==> src/rtl/writeback_retire_unit.sv <==
// Writeback/retire stage: formats register-file write data (including load
// alignment and extension), buffers results in a small FIFO and counts retirements.
module writeback_retire_unit #(
   parameter int REGISTER_WIDTH = 32,
   parameter int REGISTER_DEPTH = 32,
   parameter int BYTE_WIDTH     = 8,
   parameter int FIFO_DEPTH     = 2,
   parameter int INSTRET_WIDTH  = 64
) (
   input  logic                                          clk,
   input  logic                                          rst,
   input  logic                                          s_tvalid,
   output logic                                          s_tready,
   input  logic [6:0]                                    s_opcode,
   input  logic [2:0]                                    s_funct3,
   input  logic [$clog2(REGISTER_DEPTH)-1:0]             s_rd,
   input  logic [REGISTER_WIDTH-1:0]                     s_alu_result,
   input  logic [REGISTER_WIDTH-1:0]                     s_branch_target,
   input  logic [REGISTER_WIDTH-1:0]                     s_mem_data,
   input  logic [$clog2(REGISTER_WIDTH/BYTE_WIDTH)-1:0]  s_mem_byte_offset,
   input  logic                                          rf_ready,
   output logic                                          rf_write_enable,
   output logic [$clog2(REGISTER_DEPTH)-1:0]             rf_write_address,
   output logic [REGISTER_WIDTH-1:0]                     rf_write_data,
   output logic                                          load_misaligned,
   output logic [INSTRET_WIDTH-1:0]                      instret
);

   localparam int AW = $clog2(REGISTER_DEPTH);
   localparam int OW = $clog2(REGISTER_WIDTH/BYTE_WIDTH);
   localparam int PW = $clog2(FIFO_DEPTH);
   localparam int SW = $clog2(REGISTER_WIDTH);
   localparam logic [PW:0] DEPTH_C = (PW+1)'(FIFO_DEPTH);

   localparam logic [6:0] OP_LOAD                 = 7'b0000011;
   localparam logic [6:0] OP_ARITHMETIC_IMMEDIATE = 7'b0010011;
   localparam logic [6:0] OP_AUIPC                = 7'b0010111;
   localparam logic [6:0] OP_ARITHMETIC           = 7'b0110011;
   localparam logic [6:0] OP_LUI                  = 7'b0110111;
   localparam logic [6:0] OP_JALR                 = 7'b1100111;
   localparam logic [6:0] OP_JAL                  = 7'b1101111;

   typedef struct packed {
      logic                      we;
      logic                      misaligned;
      logic [AW-1:0]             rd;
      logic [REGISTER_WIDTH-1:0] data;
   } entry_t;

   // Extend the low 'bits' of v; bits == REGISTER_WIDTH degenerates to passthrough.
   function automatic logic [REGISTER_WIDTH-1:0] ext(input logic [REGISTER_WIDTH-1:0] v,
                                                    input int bits, input logic sgn);
      logic        [REGISTER_WIDTH-1:0] t;
      logic signed [REGISTER_WIDTH-1:0] s;
      t = v << (REGISTER_WIDTH - bits);
      s = $signed(t) >>> (REGISTER_WIDTH - bits);
      ext = sgn ? $unsigned(s) : (t >> (REGISTER_WIDTH - bits));
   endfunction

   logic [SW-1:0]             shamt;
   logic [REGISTER_WIDTH-1:0] shifted;
   logic [REGISTER_WIDTH-1:0] load_data, sel_data;
   logic                      load_ok, load_mis, sel_we, sel_mis;
   entry_t                    push_entry, head;
   entry_t                    mem [FIFO_DEPTH];
   logic [PW-1:0]             wr_ptr, rd_ptr;
   logic [PW:0]               count, count_next;
   logic                      push, pop, empty;

   assign shamt   = SW'(int'(s_mem_byte_offset) * BYTE_WIDTH);
   assign shifted = s_mem_data >> shamt;

   always_comb begin
      load_ok   = 1'b0;
      load_mis  = 1'b0;
      load_data = '0;
      case (s_funct3)
         3'b000: begin load_ok = 1'b1; load_data = ext(shifted, BYTE_WIDTH, 1'b1); end
         3'b100: begin load_ok = 1'b1; load_data = ext(shifted, BYTE_WIDTH, 1'b0); end
         3'b001: begin
            load_ok = 1'b1; load_mis = s_mem_byte_offset[0];
            load_data = ext(shifted, 2*BYTE_WIDTH, 1'b1);
         end
         3'b101: begin
            load_ok = 1'b1; load_mis = s_mem_byte_offset[0];
            load_data = ext(shifted, 2*BYTE_WIDTH, 1'b0);
         end
         3'b010: begin
            load_ok = 1'b1; load_mis = |(s_mem_byte_offset & OW'(3));
            load_data = ext(shifted, 4*BYTE_WIDTH, 1'b1);
         end
         3'b110: if (REGISTER_WIDTH == 64) begin
            load_ok = 1'b1; load_mis = |(s_mem_byte_offset & OW'(3));
            load_data = ext(shifted, 4*BYTE_WIDTH, 1'b0);
         end
         3'b011: if (REGISTER_WIDTH == 64) begin
            load_ok = 1'b1; load_mis = |s_mem_byte_offset;
            load_data = shifted;
         end
         default: ;
      endcase
   end

   // Stores, branches, system ops and illegal loads become non-writing entries that still retire.
   always_comb begin
      sel_we   = 1'b0;
      sel_mis  = 1'b0;
      sel_data = '0;
      case (s_opcode)
         OP_ARITHMETIC, OP_ARITHMETIC_IMMEDIATE, OP_JALR, OP_LUI, OP_AUIPC: begin
            sel_we = 1'b1; sel_data = s_alu_result;
         end
         OP_JAL: begin sel_we = 1'b1; sel_data = s_branch_target; end
         OP_LOAD: begin
            sel_we = load_ok & ~load_mis; sel_mis = load_ok & load_mis; sel_data = load_data;
         end
         default: ;
      endcase
      push_entry            = '0;
      push_entry.we         = sel_we && (s_rd != '0);
      push_entry.misaligned = sel_mis;
      push_entry.rd         = push_entry.we ? s_rd : '0;
      push_entry.data       = push_entry.we ? sel_data : '0;
   end

   assign head  = mem[rd_ptr];
   assign empty = (count == '0);
   assign push  = s_tvalid & s_tready;
   assign pop   = ~empty & (rf_ready | ~head.we);

   always_comb begin
      count_next = count;
      if (push && !pop)      count_next = count + 1'b1;
      else if (!push && pop) count_next = count - 1'b1;
   end

   always_ff @(posedge clk or negedge rst) begin
      if (!rst) begin
         wr_ptr   <= '0;
         rd_ptr   <= '0;
         count    <= '0;
         s_tready <= 1'b0;
         instret  <= '0;
      end else begin
         if (push) wr_ptr <= wr_ptr + 1'b1;
         if (pop)  rd_ptr <= rd_ptr + 1'b1;
         count    <= count_next;
         s_tready <= (count_next < DEPTH_C);
         if (pop && !head.misaligned) instret <= instret + INSTRET_WIDTH'(1);
      end
   end

   // Storage needs no reset: every output is gated by the (reset) occupancy count.
   always_ff @(posedge clk) begin
      if (push) mem[wr_ptr] <= push_entry;
   end

   assign rf_write_enable  = ~empty & head.we;
   assign rf_write_address = empty ? '0 : head.rd;
   assign rf_write_data    = empty ? '0 : head.data;
   assign load_misaligned  = ~empty & head.misaligned;

endmodule

==> config.mk <==
export PLATFORM = sky130hd
export DESIGN_NAME = writeback_retire_unit
export DESIGN_NICKNAME = d
export VERILOG_FILES = /design/src/rtl/writeback_retire_unit.sv
export SDC_FILE = /design/constraint.sdc
export NUM_CORES = 1
export LEC_CHECK = 0
export ABC_AREA = 1
export ABC_CLOCK_PERIOD_IN_PS = 4600
export CAP_MARGIN = 20
export CELL_PAD_IN_SITES_DETAIL_PLACEMENT = 1
export CELL_PAD_IN_SITES_GLOBAL_PLACEMENT = 2
export CORE_UTILIZATION = 38
export CTS_CLUSTER_DIAMETER = 40
export DETAILED_ROUTE_END_ITERATION = 10
export DONT_BUFFER_PORTS = 1
export HOLD_SLACK_MARGIN = 0.12
export PLACE_DENSITY = 0.92
export SLEW_MARGIN = 15
export SYNTH_ARGS = -nofsm -noshare
export SYNTH_HDL_FRONTEND = slang
export SYNTH_SLANG_ARGS = --single-unit
==> constraint.sdc <==
create_clock -name clk -period 4.6 [get_ports clk]
set_clock_uncertainty 0.05 [all_clocks]
set_input_delay 1.38 -clock clk [delete_from_list [all_inputs] [get_ports clk]]
set_output_delay 1.38 -clock clk [all_outputs]
set_load 0.02 [all_outputs]
==> impl_metrics.csv <==
group,metric,value,unit
pwr,p_leak,4.34,nW
timing,setup_viol_count_final,0,
timing,timing.fmax,256,MHz
clock_tree,worstSkewPairLatency,0.43,ns
clock_tree,postCtsResizedCells,0,
route,wl_per_cell,18.6,um
global_routing,grt_pass1_vias,8153,
timing,rsz0062_at_grt,"no",
setup_path,cp_data_required_time,3.17,ns
global_routing,antenna_found_initial,0,
clock_tree,tritoncts,"built",
place,dp.cells,1491,
logic_synthesis,ys.flop_type,"edfxtp_1",
logic_synthesis,yosys_register_bits,147,
clock_tree,cts_made_buffers,17,
final_layout,multiInputGateArea,4190,sq um
logic_synthesis,synth-edff-count,78,
die,rows,55,
route,ant_nets,0,
setup_path,crit_type,"reg -> out",
route,drc,0,
job,drv_cap,0,
setup_path,startpoint_type,"register",
timing,fin_crit_sh,0.850,
logic_synthesis,yosysSeqAreaShare,0.459,
route,vias,7916,
logic_synthesis,avgSynthCellArea,7.32,sq um
timing,period_minus_slack,3.91,ns
logic_synthesis,yosysWarnings,0,
place,post-dp-hpwl,21800,um
final_layout,syn_to_final_growth,10.8,%
status,status,"complete, no violations",
die,initial_utilization,0.389,
pwr,powerDensity,451,nW/um^2
global_routing,grt_pass1_wl,44400,um
die,core_area,22800,sq um
die,die_w,155,um
logic_synthesis,syn_nets,1332,
final_layout,fin_cells,1524,
clock_tree,clockBufferDepth,2,
place,place_congestion,0.881,
place,place_ws,1.04,ns
logic_synthesis,yosysUniqueCellTypes,36,
route,dr.pass1.iters,4,
final_layout,layout.nets,1319,
timing,worst_slew_margin_rel,0.442,
clock_tree,cts.htree.levels,4,
final_layout,regArea,4070,sq um
setup_path,end_kind,"output pin",
timing,fin_setup_tns,0,ns
clock_tree,cts_setup_buffers,0,
die,dieArea,23900,sq um
timing,hold_viol_final,0,
clock_tree,cts_hold_buf,0,
place,portBuffers,0,
logic_synthesis,netlist_area,8860,sq um
logic_synthesis,synthArstFlopShare,0.469,
die,die_h,155,um
final_layout,antenna_cells,0,
clock_tree,clockRootBuffer,"clkbuf_16",
setup_path,crit_fanout,21,
setup_path,critPathArrivalTime,2.48,ns
route,drt_iter0_markers,386,
timing,timing.final.ws_setup,0.691,ns
worst_hold_path,min_path_type,"reg -> reg",
die,io_pins,221,
pwr,power.total,4.43,mW
final_layout,fillerInstances,2824,
route,routed_wl,28300,um
global_routing,gr-total-overflow,0,
timing,slew_violations,0,
pwr,ir_drop,0.212,mV
final_layout,drive_gt1_frac,0.0710,
logic_synthesis,syn_inst,1211,
route,avgViaCountPerCell,5.19,
clock_tree,clock-sinks,147,
global_routing,grtUsageTotal,0.241,
clock_tree,clk_pin_slew_worst_paths,0.06,ns
global_routing,grt_max_degree,70,
timing,tightest_slew,0.835,ns
==> report_power, final <==
| group | internal [mW] | switching (mW) | total [mW] |
|---|---|---|---|
| Clock | 0.960 | 0.570 | 1.53 |
| Sequential | 1.55 | 0.106 | 1.66 |
| Combinational | 0.235 | 1.01 | 1.24 |
==> Yosys cell counts (all sizes together), types with 4 or more instances <==
library cell,number,share of area
clkbuf,21,0.0089
nand3b,4,0.0034
dfrtp,69,0.19
nor2,233,0.11
inv,111,0.047
xor2,23,0.023
o21ai,63,0.038
nand4,20,0.014
nand3,109,0.066
a21oi,10,0.0056
o211a,6,0.0068
xnor2,18,0.018
buf,21,0.014
ha,4,0.0056
edfxtp,78,0.26
nand2,411,0.18
nor3,4,0.0023
==> layer usage <==
metal / vias to the layer above / share of wire / GRT usage
li1: 3830 / - / -
met2: 218 / 0.48 / 0.406
met5: - / 0 / 0
met3: 53 / 0.051 / 0.0580
met1: 3815 / 0.44 / 0.295
met4: 0 / 0.034 / 0.104
==> cells in the final DEF, fill, tap and decap left out, types with 2 or more instances in the layout <==
cell and count:
edfxtp_1 78, bufinv_16 2, clkinv_4 3, nand3b_1 4, o21a_1 2, dfrtp_1 69, nor3_1 4, nand4_1 20
nand3_1 102, xor2_1 23, inv_1 100, a21oi_1 10, nand2_2 2, nand3_2 6, clkbuf_16 20, nand2_1 408
clkbuf_8 4, nor2_2 10, ha_1 4, o21ai_2 3, o21ai_1 5, nor2_1 214, o21ai_0 54, buf_4 9
o211a_1 6, nor2_4 8, inv_2 11, xnor2_1 18
==> worst max-delay path: stages, from the launching register on <==
cell     delay (ns)
dfrtp_1        0.35
inv_1          0.06
ha_1           0.22
inv_1          0.47
buf_4          0.38
o21ai_0        0.13
nor2_1         0.44
==> layout make-up <==
type,count,share of cell area
inverter,111,0.0424
multi-input combinational,911,0.427
timing repair buffer,10,0.00841
clock inverter,8,0.0108
sequential,147,0.415
clock buffer,24,0.0566
tap,313,0.0399
==> final timing paths <==
path	cells past startpoint	startpoint	slack, ns	end
max	6	count[0]	0.69	rf_write_data[15]
min	2	count[0]	0.44	count[0]
max reg2reg	10	rd_ptr	1.37	instret[41]
min reg2reg	2	count[0]	0.44	count[0]
max in group asynchronous	0	rst	3.79	instret[40]
min in group asynchronous	0	rst	0.60	instret[38]
==> stage by stage <==
| stage | utilization | area [sq um] | hold slack [ns] |
|---|---|---|---|
| 5_1_grt | 0.431 | 9820 | 0.474 |
| 4_1_cts | 0.430 | 9800 | 0.454 |
| 2_1_floorplan | - | 8860 | 0.398 |
| 3_3_place_gp | 0.401 | 9140 | 0.412 |
| 6_report | 0.431 | 9820 | 0.442 |
| 3_5_place_dp | 0.401 | 9140 | 0.439 |
==> state kept, by name, indices dropped and copies added, names as in the netlist <==
signal    count
count         2
instret      64
mem          78
rd_ptr        1
s_tready      1
wr_ptr        1
==> cells by family (layout without fill, tap and decap cells) <==
logic type,after synthesis,count (layout),synth area share
AOI/OAI and AO/OA,82,82,0.0527
and+or+nand+nor,784,784,0.372
buffers and inverters,153,153,0.0696
DFF,147,147,0.459
adders and majority gates,4,4,0.00565
xor gates and xnor gates,41,41,0.0405
(Power assumes the default switching activity.)
